`config.mk`:
```
export PLATFORM = sky130hd
export DESIGN_NAME = rotary_emulator
export DESIGN_NICKNAME = d
export VERILOG_FILES = /design/src/rtl/rotary_pkg.sv /design/src/rtl/rotary_phase_timer.sv /design/src/rtl/rotary_emulator.sv
export SDC_FILE = /design/constraint.sdc
export NUM_CORES = 1
export LEC_CHECK = 0
export BUFFER_PORTS_ARGS = -buffer_cell sky130_fd_sc_hd__buf_2
export CAP_MARGIN = 25
export CORE_ASPECT_RATIO = 1.75
export CORE_MARGIN = 3
export CORE_UTILIZATION = 55
export DETAILED_ROUTE_END_ITERATION = 6
export GPL_TIMING_DRIVEN = 0
export HOLD_SLACK_MARGIN = 0.06
export PLACE_DENSITY_LB_ADDON = 0.12
export SLEW_MARGIN = 10
export SYNTH_ARGS = -nofsm -noshare
export SYNTH_HDL_FRONTEND = slang
export SYNTH_SLANG_ARGS = --single-unit
```
`constraint.sdc`:
```
create_clock -name Fg_clk -period 2.46 [get_ports Fg_clk]
set_input_delay 0.492 -clock Fg_clk [delete_from_list [all_inputs] [get_ports Fg_clk]]
set_output_delay 0.492 -clock Fg_clk [all_outputs]
set_load 0.02 [all_outputs]
```
`src/rtl/rotary_pkg.sv`:
```
// rotary_pkg
//   Shared definitions for the rotary encoder emulator: command op encodings,
//   idle line levels, the FSM state enumeration and a helper that maps a
//   state onto the {leading, trailing} quadrature line levels.
package rotary_pkg;

    localparam logic [1:0] ROT_OP_CW   = 2'd0;  // B leads
    localparam logic [1:0] ROT_OP_CCW  = 2'd1;  // A leads
    localparam logic [1:0] ROT_OP_BTN  = 2'd2;  // single-cycle push on Rot_C
    localparam logic [1:0] ROT_OP_RSVD = 2'd3;  // accepted, no activity

    localparam logic ROT_AB_IDLE = 1'b1;
    localparam logic ROT_C_IDLE  = 1'b0;

    localparam int ROT_TMR_W = 8;

    typedef enum logic [2:0] {
        ST_IDLE = 3'd0,
        ST_PH1  = 3'd1,
        ST_PH2  = 3'd2,
        ST_PH3  = 3'd3,
        ST_GAP  = 3'd4,
        ST_BTN  = 3'd5
    } rot_state_e;

    // Returns {leading, trailing} line levels for a state. The leading line
    // falls first and rises first; A/B assignment depends on direction.
    function automatic logic [1:0] phase_levels(input rot_state_e st);
        logic [1:0] lv;
        case (st)
            ST_PH1:  lv = {1'b0, ROT_AB_IDLE};
            ST_PH2:  lv = 2'b00;
            ST_PH3:  lv = {ROT_AB_IDLE, 1'b0};
            default: lv = {ROT_AB_IDLE, ROT_AB_IDLE};
        endcase
        return lv;
    endfunction

endpackage

```
`src/rtl/rotary_phase_timer.sv`:
```
// rotary_phase_timer
//   8-bit loadable down-counter shared by every timed state of the emulator.
//   Loading value N-1 on the edge a state is entered makes tc_o rise for the
//   last of N cycles, so the FSM leaves the state on the N-th edge.
//
//   Ports:
//     Fg_clk      in   system clock
//     Resetn      in   asynchronous active-low reset
//     load_i      in   load load_val_i on this edge (has priority)
//     load_val_i  in   cycles-minus-one of the state being entered
//     tc_o        out  terminal count: counter is at zero
module rotary_phase_timer
    import rotary_pkg::*;
(
    input  logic                 Fg_clk,
    input  logic                 Resetn,
    input  logic                 load_i,
    input  logic [ROT_TMR_W-1:0] load_val_i,
    output logic                 tc_o
);

    logic [ROT_TMR_W-1:0] count_q;
    logic [ROT_TMR_W-1:0] count_d;

    always_comb begin
        count_d = count_q;
        if (load_i) begin
            count_d = load_val_i;
        end else if (count_q != '0) begin
            count_d = count_q - {{(ROT_TMR_W-1){1'b0}}, 1'b1};
        end
    end

    always_ff @(posedge Fg_clk or negedge Resetn) begin
        if (!Resetn) begin
            count_q <= '0;
        end else begin
            count_q <= count_d;
        end
    end

    assign tc_o = (count_q == '0);

endmodule

```
`src/rtl/rotary_emulator.sv`:
```
// rotary_emulator
//   Produces the Rot_A/Rot_B quadrature waveforms and the Rot_C button pulse
//   of a mechanical rotary encoder, for a commanded number of detents in
//   either direction or a single button press. All line outputs and done are
//   registered so the downstream decoder sees glitch-free levels.
//
//   Ports:
//     Fg_clk     in   system clock
//     Resetn     in   asynchronous active-low reset
//     cmd_valid  in   command offered
//     cmd_ready  out  idle, command will be accepted
//     cmd_op     in   0 CW, 1 CCW, 2 button, 3 reserved
//     cmd_count  in   detent count for ops 0/1
//     cmd_abort  in   level, stop after the current detent completes
//     Rot_A/B    out  quadrature lines, idle high
//     Rot_C      out  button line, idle low, one-cycle pulse
//     busy       out  command in progress
//     done       out  one-cycle pulse when a command retires
//     remaining  out  detents still to emit including the one in progress
module rotary_emulator
    import rotary_pkg::*;
#(
    parameter int PHASE_CYC = 8,
    parameter int GAP_CYC   = 16,
    parameter int CNT_W     = 11
) (
    input  logic             Fg_clk,
    input  logic             Resetn,
    input  logic             cmd_valid,
    output logic             cmd_ready,
    input  logic [1:0]       cmd_op,
    input  logic [CNT_W-1:0] cmd_count,
    input  logic             cmd_abort,
    output logic             Rot_A,
    output logic             Rot_B,
    output logic             Rot_C,
    output logic             busy,
    output logic             done,
    output logic [CNT_W-1:0] remaining
);

    if (PHASE_CYC < 4 || PHASE_CYC > 255) begin : g_bad_phase
        $error("rotary_emulator: PHASE_CYC out of range 4..255");
    end
    if (GAP_CYC < 4 || GAP_CYC > 255) begin : g_bad_gap
        $error("rotary_emulator: GAP_CYC out of range 4..255");
    end

    localparam logic [ROT_TMR_W-1:0] PH_LOAD  = ROT_TMR_W'(PHASE_CYC - 1);
    localparam logic [ROT_TMR_W-1:0] GAP_LOAD = ROT_TMR_W'(GAP_CYC - 1);
    localparam logic [CNT_W-1:0]     REM_ONE  = CNT_W'(1);

    rot_state_e state_q, state_d;

    logic                 ccw_q, ccw_d;         // direction of the running command
    logic [CNT_W-1:0]     remaining_q, remaining_d;
    logic                 rot_a_q, rot_a_d;
    logic                 rot_b_q, rot_b_d;
    logic                 rot_c_q, rot_c_d;
    logic                 done_q, done_d;

    logic                 accept;
    logic                 tmr_load;
    logic [ROT_TMR_W-1:0] tmr_val;
    logic                 tmr_tc;
    logic [1:0]           lv;                   // {leading, trailing}

    assign accept = cmd_valid && (state_q == ST_IDLE);

    rotary_phase_timer u_timer (
        .Fg_clk     (Fg_clk),
        .Resetn     (Resetn),
        .load_i     (tmr_load),
        .load_val_i (tmr_val),
        .tc_o       (tmr_tc)
    );

    // State register
    always_ff @(posedge Fg_clk or negedge Resetn) begin
        if (!Resetn) begin
            state_q <= ST_IDLE;
        end else begin
            state_q <= state_d;
        end
    end

    // Next-state logic, detent counter and timer reloads
    always_comb begin
        state_d     = state_q;
        ccw_d       = ccw_q;
        remaining_d = remaining_q;
        tmr_load    = 1'b0;
        tmr_val     = '0;
        case (state_q)
            ST_IDLE: begin
                if (accept) begin
                    ccw_d    = (cmd_op == ROT_OP_CCW);
                    tmr_load = 1'b1;
                    case (cmd_op)
                        ROT_OP_CW, ROT_OP_CCW: begin
                            if (cmd_count != '0) begin
                                state_d     = ST_PH1;
                                remaining_d = cmd_count;
                                tmr_val     = PH_LOAD;
                            end else begin
                                // A one-cycle GAP with nothing left retires
                                // the command without touching the lines.
                                state_d = ST_GAP;
                            end
                        end
                        ROT_OP_BTN: state_d = ST_BTN;
                        ROT_OP_RSVD: state_d = ST_GAP;
                        default: state_d = ST_GAP;
                    endcase
                end
            end
            ST_PH1: begin
                if (tmr_tc) begin
                    state_d  = ST_PH2;
                    tmr_load = 1'b1;
                    tmr_val  = PH_LOAD;
                end
            end
            ST_PH2: begin
                if (tmr_tc) begin
                    state_d  = ST_PH3;
                    tmr_load = 1'b1;
                    tmr_val  = PH_LOAD;
                end
            end
            ST_PH3, ST_BTN: begin
                if (tmr_tc) begin
                    state_d  = ST_GAP;
                    tmr_load = 1'b1;
                    tmr_val  = GAP_LOAD;
                end
            end
            ST_GAP: begin
                // Abort is looked at only here, so a detent is never cut short.
                if (tmr_tc) begin
                    if (remaining_q > REM_ONE && !cmd_abort) begin
                        state_d     = ST_PH1;
                        remaining_d = remaining_q - REM_ONE;
                        tmr_load    = 1'b1;
                        tmr_val     = PH_LOAD;
                    end else begin
                        state_d     = ST_IDLE;
                        remaining_d = '0;
                    end
                end
            end
            default: begin
                state_d     = ST_IDLE;
                remaining_d = '0;
            end
        endcase
    end

    // Output logic: line levels follow the state being entered, so the
    // registered lines change on the same edge as the state.
    always_comb begin
        lv      = phase_levels(state_d);
        rot_a_d = ccw_d ? lv[1] : lv[0];
        rot_b_d = ccw_d ? lv[0] : lv[1];
        rot_c_d = (state_d == ST_BTN);
        done_d  = (state_q == ST_GAP) && (state_d == ST_IDLE);
    end

    always_ff @(posedge Fg_clk or negedge Resetn) begin
        if (!Resetn) begin
            remaining_q <= '0;
            rot_a_q     <= ROT_AB_IDLE;
            rot_b_q     <= ROT_AB_IDLE;
            rot_c_q     <= ROT_C_IDLE;
            done_q      <= 1'b0;
        end else begin
            remaining_q <= remaining_d;
            rot_a_q     <= rot_a_d;
            rot_b_q     <= rot_b_d;
            rot_c_q     <= rot_c_d;
            done_q      <= done_d;
        end
    end

    // Direction only matters while a command runs; it is reloaded on accept.
    always_ff @(posedge Fg_clk) begin
        ccw_q <= ccw_d;
    end

    assign cmd_ready = (state_q == ST_IDLE);
    assign busy      = ~cmd_ready;
    assign Rot_A     = rot_a_q;
    assign Rot_B     = rot_b_q;
    assign Rot_C     = rot_c_q;
    assign done      = done_q;
    assign remaining = remaining_q;

endmodule
```
Word level (Yosys, flattened, before mapping)
Cells that the tools add are included.
- output and inout port bits: 17
- flip-flop bits (word level): 27
- word-level logic and storage cells: 80
- input port bits: 17
- bitwise operators: 2
- equality and inequality tests: 16
- order comparisons: 1
- reduce and logical (&&, ||, !) cells: 16
- add/sub/neg operators: 2
- muxes and demuxes: 35
- operators by type and width (cell ; number):
    $mux 11 ; 5
    $mux 3 ; 12
    $pmux 11 s3 ; 1
    $mux 8 ; 2
    $pmux 4 s4 ; 1
    $pmux 3 s5 ; 1
    $eq 3x2->1 const B ; 4
    $gt 11x1->1 const B ; 1
    $reduce_bool 11->1 ; 1
    $sub 11x1->11 const B ; 1
    $eq 3x3->1 const B ; 3
    $mux 1 ; 9
    $pmux 3 s3 ; 1
    $logic_not 8->1 ; 1
    $reduce_bool 8->1 ; 1
    $sub 8x1->8 const B ; 1
    $eq 3x1->1 const B ; 2
    $logic_not 3->1 ; 2
    $ne 2x1->1 const B ; 3
    $pmux 2 s3 ; 1
    $reduce_or 2->1 ; 3
    $reduce_and 5->1 ; 1
    $eq 2x2->1 const B ; 2
    $mux 4 ; 1
    9 further kinds ; 12

Logic depth before layout (Yosys ltp)
Gate-level depths: netlist of run 1.
- word-level depth: 8
- gate-level depth with buffers: 9
- depth with buffers taken out: 7

Modules after synthesis
From an unflattened synthesis of run 1, not the netlist that was laid out.
- cell total of the unflattened synthesis: 205
- area total of the unflattened synthesis: 1765.4 um2
- modules (own cells, without submodules) (module ; times used ; area each (um2) ; seq. area each (um2) ; cells an instance):
    rotary_emulator ; 1 ; 1288.7 ; 473.0 ; 151
    rotary_phase_timer ; 1 ; 476.7 ; 200.2 ; 54

Worst setup path after synthesis of run 1
OpenSTA, ideal clock, no wires.
- path type: register to output
- from: register state_q[1]
- to: output port busy
- setup slack: 0.314 ns
- cell stages (with the launch flop): 6
- data arrival time: 1.654 ns
- path buffers: 2
- cells stage by stage: dfrtp_1 > clkbuf_1 > or2_1 > nor2_1 > buf_1 > inv_1
- word-level cells in the longest chain between the ends: 2
- RTL lines (element ; line ; source):
    from (decl) ; rotary_emulator.sv:53 ; rot_state_e state_q, state_d;
    from (signal assigned) ; rotary_emulator.sv:83 ; state_q <= state_d;
    $logic_not 3->1 ; rotary_emulator.sv:190 ; assign cmd_ready = (state_q == ST_IDLE);
    via cmd_ready ; rotary_emulator.sv:30 ; output logic cmd_ready,
    $not 1->1 ; rotary_emulator.sv:191 ; assign busy = ~cmd_ready;
    to (decl) ; rotary_emulator.sv:37 ; output logic busy,
The timed path passes the listed nets, and every way through them passes these cells.

Final worst setup path of run 1
- from: register state_q[1]
- to: output port busy
- word-level cells in the longest chain between the ends: 2
- RTL lines (element ; line):
    $logic_not 3->1 ; rotary_emulator.sv:190
    $not 1->1 ; rotary_emulator.sv:191
No other way between the ends.

==> results of run 1 <==
[power by group through the flow]
stage               registers [mW]  logic, mW  clock network [mW]
finish                       0.831       1.62               0.255
detailed placement           0.835       1.60                   0
floorplan                    0.922       1.10                   0
CTS                          0.828       1.61               0.266
global placement             0.824       1.56                   0
global route                 0.856       1.79               0.287
[flip-flops by register name, summed over array words and instances (netlist names)]
name,count
remaining,11
u_timer.count_q,8
state_q,3
Rot_A,1
Rot_B,1
Rot_C,1
ccw_q,1
done,1
[logic make-up (layout without fill, tap and decap cells)]
family / after synthesis / in the layout / share of synthesized area, %
AND/OR/NAND/NOR: 71 / 71 / 23.0
AO/OA/AOI/OAI: 57 / 57 / 24.9
flip-flops: 27 / 27 / 38.1
buffers and inverters: 22 / 59 / 5.24
XOR/XNOR: 6 / 6 / 2.97
multiplexers: 5 / 5 / 2.97
adder cells (fa/ha/maj): 4 / 4 / 2.83
[through the flow]
stage | instance area [um^2] | setup WS, ns | hold slack [ns] | power, mW | utilization [%]
4_1_cts | 2040 | 0.0745 | 0.220 | 2.71 | 68.0
3_3_place_gp | 1990 | 0.235 | 0.481 | 2.38 | 66.3
2_1_floorplan | 1770 | 0.314 | 0.196 | 2.02 | -
3_5_place_dp | 1990 | 0.193 | 0.529 | 2.44 | 66.3
6_report | 2040 | 0.128 | 0.210 | 2.71 | 68.1
5_1_grt | 2040 | 0.0195 | 0.238 | 2.93 | 68.1
[critical path: stages, from the launching register on]
cell and delay [ns]:
dfrtp_1 0.38, clkbuf_1 0.24, or2_1 0.35, nor2_2 0.16, buf_2 0.23, inv_1 0.05, buf_2 0.15
[area by class of cell]
class,count,area (um^2)
inverter,14,52.6
buffer,8,41.3
clock buffer,3,41.3
timing repair buffer,33,165
multi-input combinational,143,1000
tap,42,52.6
clock inverter,1,7.51
sequential,27,673
fill,253,955
[metal layers]
| layer | vias to the layer above | track usage (%) |
|---|---|---|
| met2 | 63 | 44.6 |
| met4 | 0 | 17.7 |
| met1 | 783 | 22.8 |
| li1 | 786 | - |
| met5 | - | 0 |
| met3 | 15 | 5.32 |
[synth_stat cells, types with 4 or more instances]
master	instances
nor2_1	18
nand2_1	13
o22ai_1	5
a32oi_1	8
o21bai_1	4
inv_1	14
nor3_1	7
nand2b_1	4
a211oi_1	4
a21oi_1	9
nor4_1	4
nand3_1	4
xnor2_1	5
ha_1	4
dfrtp_1	24
[repair_timing]
action / CTS / global route
endpoints found under the setup margin: 2 / 2
gates cloned: 0 / 0
gates resized for setup: 1 / 1
[worst min path at each step]
stage / cells past startpoint / slack, ns / to
after floorplan: 0 / 0.20 / Rot_C
after CTS: 1 / 0.22 / u_timer.count_q[5]
after detailed placement: 1 / 0.53 / remaining[4]
after global routing: 1 / 0.24 / u_timer.count_q[5]
final: 1 / 0.21 / remaining[3]
after global placement: 2 / 0.48 / ccw_q
==> flow_summary.toml, run 1 <==
[synthesis]
yosys.area.top_type_share_pct = 34.0
synth_edf_count = 0
synthDistinctLibCells = 58
yosys.area.top_type = "dfrtp_1"
synth_nets = 213
ys_seq_area_share_pct = 38.1
async_reset_ff_share_pct = 96.3
synthFlopType = "dfrtp_1"
avgSynthCellArea_um2 = 9.21
syn_inst = 192
yosys_warnings = 0
syn_area_um2 = 1770
synth_area_leaders = "dfrtp_1, a32oi_1, nor2_1, dfstp_2, inv_1"
synth_seq_cells = 27

[worst_setup_path]
critical_path_arrival_ns = 1.84
r2r_slack_ns = 0.24
r2r-end = "Rot_B"
r2r_cells = 8
crit_required_ns = 1.97
critPathKind = "register to output port"
worstPathMaxFanout = 10
rr_startpoint = "u_timer.count_q[0]"
startpoint = "state_q[1]"
endpoint = "busy"
crit_path_start_kind = "register"
end_kind = "output port"

[route]
wl_met3_um = 240
wire_per_inst_um = 16.1
wl_met2_um = 2340
drt_iter0_markers = 46
dr.max_layer_used = "met4"
num_vias = 1647
drc_errors = 0
dr.pass1.iters = 4
totalWireLength_um = 4350
vias_per_cell = 6.08
ant_nets = 0
met1_length_um = 1600

[sta]
tns_ns = 0
fmax_mhz = 429
tightest_slew_ns = 0.596
fin_skew_ns = 0.00359
fin_crit_sh_pct = 94.8
relSlewSlack_pct = 60.2
rsz0062_at_grt = "false"
timing.final.hold_violations = 0
maxSlewViolCount = 0
finalSetupViolCount = 0
fin_crit_ns = 2.33

[global_route]
grt_usage_pct = 24.0
grt_pass1_vias = 1683
grt_pass1_wl_um = 7320
antenna_found_initial = 0
grt-ovfl-total = 0
grt_max_degree = 27

[layout]
final_cell_mix = "buf_2, dfrtp_1, nor2_1, inv_1, nand2_1"
drive_gt1_share_pct = 24.5
final_common_cell = "buf_2"
num-nets-final = 251
diodes = 0
syn_to_final_growth_pct = 15.3
final_cells = 271

[clocking]
clk-insertion-delay-late_ns = 0.28
post_cts_buffers = 0
clock_tree.buffer_depth = 2
hold_buffers = 0
cts_buffers = 3
htreeDepth = 1
cts.clk_slew.worst_paths_ns = 0.09
tritoncts = "built"
cts_sinks = 27
root_buffer = "clkbuf_8"

[placement]
hpwl_um = 3400
dp_cells = 267
place_congestion = 0.910
numPortBuffers = 33

[job]
maxCapViolations = 0

[power_and_ir_drop]
ir_worst_vdd_uv = 941
p_per_area_nw_per_um2 = 1330
switching_share_pct = 49.5
clock_power_share_pct = 9.4
p_int_mw = 1.37
leakagePower_nw = 0.859
switchingPower_mw = 1.34
pwr-share-seq_pct = 30.7
p_comb_share_pct = 59.9

[min_path]
hold_path.class = "input port to async pin"

[die]
pin_count = 34
dieArea_um2 = 3960
fp.dieH_um = 81
coreArea_um2 = 2990
die-width_um = 48.9
start_util_pct = 59.1
fp-row-count = 26

[status]
outcome = "completed"
Power figures use the tool's default switching activity.
==> inputs of run 2 (changes only) <==
Settings changed: CORE_UTILIZATION 55 to 57, CTS_BUF_LIST set to sky130_fd_sc_hd__clkbuf_2.
==> run 2 against run 1 <==
Against the previous run:
- final cell count increased by 1.1%
- setup slack worse by 0.0029 ns
- routed wire length down 0.90%
- via count rose by 0.12%
- total power shrank 1.8%
- first-iteration DRC count rose by 65%
- register-to-register slack worse by 0.03 ns
- sequential power hardly changed
- combinational power barely moved
- core utilization up 1.3 points
- clock power fell by 33%
- sequential cell count stayed put
- critical path type unchanged
==> flow_summary.toml, run 2 (synthesis results as in run 1) <==
[layout]
largest_reg_flops = 11
drive_gt1_share_pct = 25.9
seq_area_um2 = 673
final_cell_mix = "buf_2, dfrtp_1, nor2_1, inv_1, nand2_1"
final_util_pct = 69.4
syn_to_final_growth_pct = 16.1
diodes = 0
fillers = 239
multiInputGateArea_um2 = 1010
num-nets-final = 254
final_common_cell = "buf_2"

[worst_setup_path]
critPathKind = "register to output port"
r2r-end = "remaining[9]"
critical_path_arrival_ns = 1.84
worstPathMaxFanout = 11
slowest_stage = "dfrtp_1"
r2r_cells = 9
worst_path_largest_cell_delay_ns = 0.58
rr_startpoint = "u_timer.count_q[0]"
path_cells = "or2_1 -> nor2_4 -> buf_4 -> inv_1 -> buf_2"
startpoint = "state_q[1]"
end_kind = "output port"
crit_required_ns = 1.97
r2r_slack_ns = 0.21
endpoint = "busy"
crit_path_start_kind = "register"

[clocking]
clk-insertion-delay-late_ns = 0.37
cts_buffers = 3
tritoncts = "built"
cts_sinks = 27
htreeDepth = 1
clock_tree.buffer_depth = 2
root_buffer = "clkbuf_2"
cts.clk_slew.worst_paths_ns = 0.24

[die]
dieArea_um2 = 3830
pin_count = 34
coreArea_um2 = 2960
fp-row-count = 26
fp.dieH_um = 79.7
die-width_um = 48.1
start_util_pct = 59.7

[route]
num_vias = 1649
dr.pass1.iters = 5
drc_errors = 0
drt_iter0_markers = 76
vias_per_cell = 6.02
wire_per_inst_um = 15.7
totalWireLength_um = 4310
ant_nets = 0

[sta]
fin_crit_sh_pct = 94.9
maxSlewViolCount = 0
tns_ns = 0
fmax_mhz = 428
fin_crit_ns = 2.34
rsz0062_at_grt = "false"
relSlewSlack_pct = 62.3
tightest_slew_ns = 0.565
timing.final.hold_violations = 0
fin_skew_ns = 0.00176
finalSetupViolCount = 0

[power_and_ir_drop]
p_per_area_nw_per_um2 = 1300
p_comb_share_pct = 62.2
p_int_mw = 1.31
ir_worst_vdd_uv = 762
clock_power_share_pct = 6.4
pwr-share-seq_pct = 31.3
switching_share_pct = 50.9
leakagePower_nw = 0.871
switchingPower_mw = 1.35

[job]
maxCapViolations = 0

[status]
outcome = "completed"

[global_route]
grt_pass1_vias = 1589
grt_pass1_wl_um = 6750
grt-ovfl-total = 0
antenna_found_initial = 0
grt_max_degree = 27
grt_usage_pct = 24.1

[placement]
place_congestion = 0.943
hpwl_um = 3290
numPortBuffers = 33

[min_path]
hold_path.class = "input port to register"
run 2: cell count changes in the layout (fill, tap and decap cells not counted):
cell	delta
nor3b_2	+1
clkbuf_2	+3
clkbuf_8	-3
nor2_2	-1
clkbuf_1	-1
buf_2	-1
buf_4	+4
dlygate4sd3_1	+1
nor3b_1	-1
nor2_4	+1
run 2: critical path: cells and delay by family, from the launching register on:
family,cells,cell delay [ns]
flops,1,0.58
simple gates,2,0.51
buf+inv,3,0.38
run 2: layer usage:
layer | up-vias | track usage [%] | routed length [um]
li1 | 796 | - | -
met1 | 784 | 24.3 | 1660
met2 | 56 | 43.8 | 2360
met3 | 13 | 4.06 | 175
met4 | 0 | 11.3 | 114
met5 | - | 0 | 0
run 2: repair_timing:
| item | in CTS | in global routing |
|---|---|---|
| endpoints found under the setup margin | 2 | 7 |
| gates resized for setup | 3 | 2 |
| pin swaps | 0 | 1 |
| hold buffers | 0 | 1 |
| buffers inserted | 0 | 3 |
| endpoints found under the hold margin | 0 | 24 |
run 2: through the flow:
| step | instances | area [um^2] | worst slack [ns] | total power, mW | hold WS (ns) |
|---|---|---|---|---|---|
| 4_1_cts | 271 | 2010 | 0.0298 | 2.62 | 0.0737 |
| 6_report | 274 | 2050 | 0.125 | 2.66 | 0.401 |
| 3_5_place_dp | 267 | 1990 | 0.205 | 2.43 | 0.526 |
| 3_3_place_gp | 267 | 1990 | 0.242 | 2.38 | 0.483 |
| 2_1_floorplan | 192 | 1770 | 0.314 | 2.02 | 0.196 |
| 5_1_grt | 274 | 2050 | 0.0178 | 2.87 | 0.381 |
run 2: area by class of cell:
cell class	count	share of cell area [%]
buffer	7	1.95
clock buffer	3	0.731
clock inverter	1	0.366
inverter	14	2.56
multi-input combinational	143	49.4
sequential	27	32.8
tap	42	2.56
timing repair buffer	37	9.63
run 2: power by group through the flow:
stage                     registers (mW)  logic [mW]  clock network [mW]
after floorplan                    0.922        1.10                   0
after global placement             0.823        1.56                   0
after detailed placement           0.838        1.60                   0
after CTS                          0.826        1.62               0.179
after global routing               0.865        1.81               0.198
final                              0.834        1.65               0.171
run 2: worst min path at each step:
stage | start | end | slack, ns | cells past startpoint
3_5_place_dp | Resetn | remaining[4] | 0.53 | 1
4_1_cts | Resetn | remaining[4] | 0.07 | 1
6_report | cmd_count[5] | remaining[5] | 0.40 | 3
3_3_place_gp | ccw_q | ccw_q | 0.48 | 2
5_1_grt | cmd_count[5] | remaining[5] | 0.38 | 3
2_1_floorplan | Resetn | Rot_C | 0.20 | 0
